## config.mk

```make
export PLATFORM = sky130hd
export DESIGN_NAME = tmr_voter_pipe
export DESIGN_NICKNAME = d
export VERILOG_FILES = /design/src/rtl/tmr_voter_pipe.sv
export SDC_FILE = /design/constraint.sdc
export NUM_CORES = 1
export LEC_CHECK = 0
export BUFFER_PORTS_ARGS = -buffer_cell sky130_fd_sc_hd__buf_2
export CAP_MARGIN = 20
export CORE_ASPECT_RATIO = 1.25
export CORE_MARGIN = 2
export CORE_UTILIZATION = 25
export DETAILED_ROUTE_END_ITERATION = 6
export PLACE_DENSITY_LB_ADDON = 0.2
export SETUP_SLACK_MARGIN = 0.15
export SYNTH_ARGS = -nofsm -noshare
export SYNTH_HDL_FRONTEND = slang
export SYNTH_SLANG_ARGS = --single-unit
```

## constraint.sdc

```tcl
create_clock -name clk_i -period 2.78 [get_ports clk_i]
set_input_delay 0.278 -clock clk_i [delete_from_list [all_inputs] [get_ports clk_i]]
set_output_delay 0.278 -clock clk_i [all_outputs]
set_load 0.02 [all_outputs]
```

## src/rtl/tmr_voter_pipe.sv

```systemverilog
// Registered TMR voter: bitwise majority of three replica words with error reporting and mode degradation.
// Latency: 1 cycle from valid_i to valid_o; all status outputs update alongside the causing beat.
// Backpressure: none; a beat is accepted every cycle valid_i is high.
//
// Ports:
//   clk_i, rst_ni        clock, asynchronous active-low reset
//   valid_i, data_i      replica beat; data_i[r] is replica r
//   clear_i              synchronous clear of faulty flags, streaks, error counter and mode
//   valid_o, data_o      voted word (data_o holds while idle)
//   err_corr_o           single-replica disagreement masked on this beat
//   err_uncorr_o         disagreement that could not be masked on this beat
//   faulty_o             sticky per-replica faulty flags
//   mode_o               00 TMR, 01 DMR, 10 FAIL
//   err_cnt_o            saturating count of errored beats
module tmr_voter_pipe #(
  parameter int WIDTH      = 32,
  parameter int PERSIST_TH = 4,
  parameter int ERR_CNT_W  = 8
) (
  input  logic                   clk_i,
  input  logic                   rst_ni,
  input  logic                   valid_i,
  input  logic [2:0][WIDTH-1:0]  data_i,
  input  logic                   clear_i,
  output logic                   valid_o,
  output logic [WIDTH-1:0]       data_o,
  output logic                   err_corr_o,
  output logic                   err_uncorr_o,
  output logic [2:0]             faulty_o,
  output logic [1:0]             mode_o,
  output logic [ERR_CNT_W-1:0]   err_cnt_o
);

  // Streak counters only need to reach PERSIST_TH before the replica is retired.
  localparam int SW = $clog2(PERSIST_TH + 1);

  typedef enum logic [1:0] {
    MODE_TMR  = 2'b00,
    MODE_DMR  = 2'b01,
    MODE_FAIL = 2'b10
  } mode_e;

  mode_e                 mode_q, mode_d, mode_cur;
  logic [2:0]            faulty_d, faulty_cur;
  logic [2:0][SW-1:0]    streak_q, streak_d, streak_cur;
  logic [ERR_CNT_W-1:0]  cnt_d, cnt_cur;
  logic [WIDTH-1:0]      maj, vote;
  logic                  eq01, eq02, eq12;
  logic                  corr, uncorr;
  logic [1:0]            bad, h0, h1;
  logic [SW-1:0]         bump;

  assign maj  = (data_i[0] & data_i[1]) | (data_i[0] & data_i[2]) | (data_i[1] & data_i[2]);
  assign eq01 = (data_i[0] == data_i[1]);
  assign eq02 = (data_i[0] == data_i[2]);
  assign eq12 = (data_i[1] == data_i[2]);

  // A clear in the same cycle as a beat makes the beat see fully reset state.
  assign mode_cur   = clear_i ? MODE_TMR : mode_q;
  assign faulty_cur = clear_i ? 3'b000   : faulty_o;
  assign streak_cur = clear_i ? '0       : streak_q;
  assign cnt_cur    = clear_i ? '0       : err_cnt_o;

  always_comb begin
    mode_d   = mode_cur;
    faulty_d = faulty_cur;
    streak_d = streak_cur;
    vote     = maj;
    corr     = 1'b0;
    uncorr   = 1'b0;
    bad      = 2'd0;
    bump     = '0;
    h0       = 2'd0;
    h1       = 2'd1;
    if (valid_i) begin
      unique case (mode_cur)
        MODE_TMR: begin
          if (eq01 && eq12) begin
            streak_d = '0;
          end else if (!eq01 && !eq02 && !eq12) begin
            // Streaks are held: no replica can be singled out.
            uncorr = 1'b1;
            mode_d = MODE_FAIL;
          end else begin
            corr     = 1'b1;
            bad      = eq12 ? 2'd0 : (eq02 ? 2'd1 : 2'd2);
            bump     = streak_cur[bad] + 1'b1;
            streak_d = '0;
            streak_d[bad] = bump;
            if (bump >= SW'(PERSIST_TH)) begin
              faulty_d[bad] = 1'b1;
              mode_d        = MODE_DMR;
            end
          end
        end
        MODE_DMR: begin
          // Exactly one faulty bit is set here; pick the two survivors in index order.
          if (faulty_cur[0]) begin
            h0 = 2'd1;
            h1 = 2'd2;
          end else if (faulty_cur[1]) begin
            h0 = 2'd0;
            h1 = 2'd2;
          end
          vote = data_i[h0];
          if (data_i[h0] != data_i[h1]) begin
            uncorr = 1'b1;
            mode_d = MODE_FAIL;
          end
        end
        default: begin
          uncorr = 1'b1;
          mode_d = MODE_FAIL;
        end
      endcase
    end
    cnt_d = cnt_cur;
    if (valid_i && (corr || uncorr) && (cnt_cur != {ERR_CNT_W{1'b1}})) begin
      cnt_d = cnt_cur + 1'b1;
    end
  end

  always_ff @(posedge clk_i or negedge rst_ni) begin
    if (!rst_ni) begin
      mode_q       <= MODE_TMR;
      faulty_o     <= 3'b000;
      streak_q     <= '0;
      err_cnt_o    <= '0;
      valid_o      <= 1'b0;
      data_o       <= '0;
      err_corr_o   <= 1'b0;
      err_uncorr_o <= 1'b0;
    end else begin
      mode_q       <= mode_d;
      faulty_o     <= faulty_d;
      streak_q     <= streak_d;
      err_cnt_o    <= cnt_d;
      valid_o      <= valid_i;
      err_corr_o   <= corr;
      err_uncorr_o <= uncorr;
      if (valid_i) begin
        data_o <= vote;
      end
    end
  end

  assign mode_o = mode_q;

endmodule

```

==> out/metrics.cfg <==
[setup_path]
cp_cell_sequence=buf_4 > o21bai_1 > a222oi_1 > nor2b_1 > nand4_1 > nor4_2 > buf_4 > nand2_2 > buf_4 > nand2_1 > mux2_2
end_kind=register
crit_top_cell=buf_4
critPathTopFamily=simple AND/OR/NAND/NOR gates
critical_path_peak_fanout=5
critPathKind=register to register
slowest_stage=dfrtp_1
worst_ep_required_time_ps=3020
crit_buf_inv=3
critical-path-max-stage-delay_ps=440
critical_path_arrival_ps=2720
startpoint_type=register

[synthesis]
synth_edf_count=0
synth_top_area_share_pct=24.2
synth_area_um2=5900
ys_types=51
synth_compound_area_share_pct=10.6
synth.avg_cell_area_um2=9.83
synthAdderAreaFrac_pct=20.8
synthesis.nets=798
ys.flop_type=dfrtp_1
yosys.area.top_type=dfrtp_1
synthTopCellsByArea=dfrtp_1 (24%), ha_1 (21%), xnor2_1 (8.2%)
synth.area.mux_share_pct=12.9
synth_top_family_by_area=adder cells
seq_area_frac_synth_pct=24.2
synth_xor_area_share_pct=14.7
synth_seq_cells=57
yosys_warnings=0
async_flop_share_pct=100
synth_cells=600
synth_simple_gate_area_share_pct=14.4

[timing]
setup_ws_ps=300
skew_ps=10.7
drv_slew=0
finalCritPeriodShare_pct=89.2
fmax_ghz=0.403
relSlewSlack_pct=44.1
min_period_ps=2480
setup_viol=0
rsz0062_at_grt=no
hold_viol=0
worst_slew_pin_slew_ps=838

[die]
dieWidth_um=141
io_pins=148
fp.dieH_um=176
start_util_pct=25.6
dieArea_um2=24800
rows=62
coreArea_um2=23000

[layout]
layout_common_cells=buf_2 (147), ha_1 (98), buf_4 (72), nor4_1 (57), dfrtp_1 (57)
final_area_um2=7860
final_common_cell=buf_2
fin_nets=1006
syn_to_final_growth_pct=33.3
final_cells=1104
drive_above_1_share_pct=36.0
utilization_pct=34.1

[global_routing]
track_usage_pct=17.1
antenna_found_initial=4
grt_max_degree=65
grt_overflow=0
grt_pass1_wl_um=32300
grt_pass1_vias=5773

[routing]
wl_um=20600
first_pass_iters=4
drt_iter0_markers=191
wire_per_inst_um=18.7
vias=5439
post-route-drc-count=0
vias_per_cell=4.93
ant_nets=0

[place]
port_buffers=147
dp.cells=1085
place_ws_ps=-210
hpwl_um=16200
gp_routability_congestion=0.840
post_dp_cell_area_um2=7500

[power]
p_leak_nw=3.43
cellPowerDensity_nw_per_um2=386
ir_drop_v=0.000287

[clock_network]
cts.sinks=57
clk_latency_ps=350
cts_buffer_depth=2
cts_max_level=3
cts.clk_slew.worst_paths_ps=60
hold_buffers=0
cts_buffers=9
cts_setup_buffers=0
cts_root_buffer=clkbuf_16
tritoncts=done

[run_status]
status=completed

[worst_hold_path]
min_path_type=primary input to async pin

[flow_run]
max_cap_viol_count=0

==> cell families after synthesis <==
| logic type | after synthesis |
|---|---|
| AOI/OAI and AO/OA | 99 |
| buffers and inverters | 31 |
| muxes | 71 |
| DFF | 57 |
| xor gates and xnor gates | 99 |
| adders and majority gates | 98 |
| and+or+nand+nor | 145 |
==> final cells by class <==
cell class                      count  area (um^2)
Antenna cell                        3         7.51
Clock buffer                       11          233
Clock inverter                      5         56.3
Fill cell                        2391        15200
Inverter                            5         18.8
Multi-Input combinational cell    512         4410
Sequential cell                    57         1430
Tap cell                          288          360
Timing Repair Buffer              223         1350
==> flip-flops by register name, indices dropped and copies added, names as in the netlist <==
| signal | cells |
|---|---|
| err_cnt_o | 8 |
| faulty_o | 3 |
| data_o | 32 |
| mode_o | 2 |
| streak_q | 9 |
| err_uncorr_o | 1 |
| err_corr_o | 1 |
| valid_o | 1 |
==> final timing paths <==
kind	startpoint	end	slack [ps]	depth (start not counted)
worst max-delay path	faulty_o[1]$_DFF_PN0_	err_cnt_o[7]$_DFF_PN0_	300	11
worst min-delay path	rst_ni	data_o[29]$_DFFE_PN0P_	110	2
worst max register to register	faulty_o[1]$_DFF_PN0_	err_cnt_o[7]$_DFF_PN0_	300	11
worst min register to register	streak_q[2]$_DFF_PN0_	streak_q[2]$_DFF_PN0_	480	2
max in group asynchronous	rst_ni	data_o[4]$_DFFE_PN0P_	2110	2
min in group clk_i	clear_i	streak_q[0]$_DFF_PN0_	320	2
==> metrics by stage <==
stage	hold slack (ps)	power [mW]	setup TNS, ps
4_1_cts	148	3.09	0
5_1_grt	198	3.23	0
3_5_place_dp	462	1.92	-1800
3_3_place_gp	465	1.92	-2180
6_report	111	3.03	0
2_1_floorplan	-17.6	1.45	0
==> power by group <==
| part | total (mW) | switching (mW) | internal [mW] |
|---|---|---|---|
| registers | 0.950 | 0.0427 | 0.907 |
| logic | 0.957 | 0.538 | 0.419 |
| clock network | 1.13 | 0.433 | 0.692 |
==> routing by layer <==
layer  GRT usage [%]  up-vias  part of all wire [%]
li1                -     2712                     -
met1            20.6     2594                    43
met2            29.9      108                    50
met3            4.33       23                   4.6
met4            4.88        2                   1.9
met5               0        -                 0.058
==> synth_stat cells, types with 2 or more instances <==
library cell  count
ha_1             98
nand2_1          13
buf_6             2
and3_1            2
o2bb2ai_1         2
a21boi_1          3
xor2_1           44
a21oi_1          36
xnor2_1          55
buf_1             2
dfrtp_1          57
mux2i_1          35
a22oi_1          14
clkbuf_1         16
nor2b_1           8
o21a_1            3
o22ai_1          14
o21ai_0          11
nand4_1          19
nor3_1            4
nand3_1           7
mux2_2           34
o21bai_1          2
inv_1             5
a211oi_1          3
nand2b_1          2
o31ai_1           2
nor4_1           61
nor2_1           18
buf_2             5
and3b_1           3
==> repair_timing <==
item,in CTS,in global routing
resized for setup,1,12
pin swaps,1,1
endpoints found under the setup margin,3,14
(Power assumes the default switching activity.)
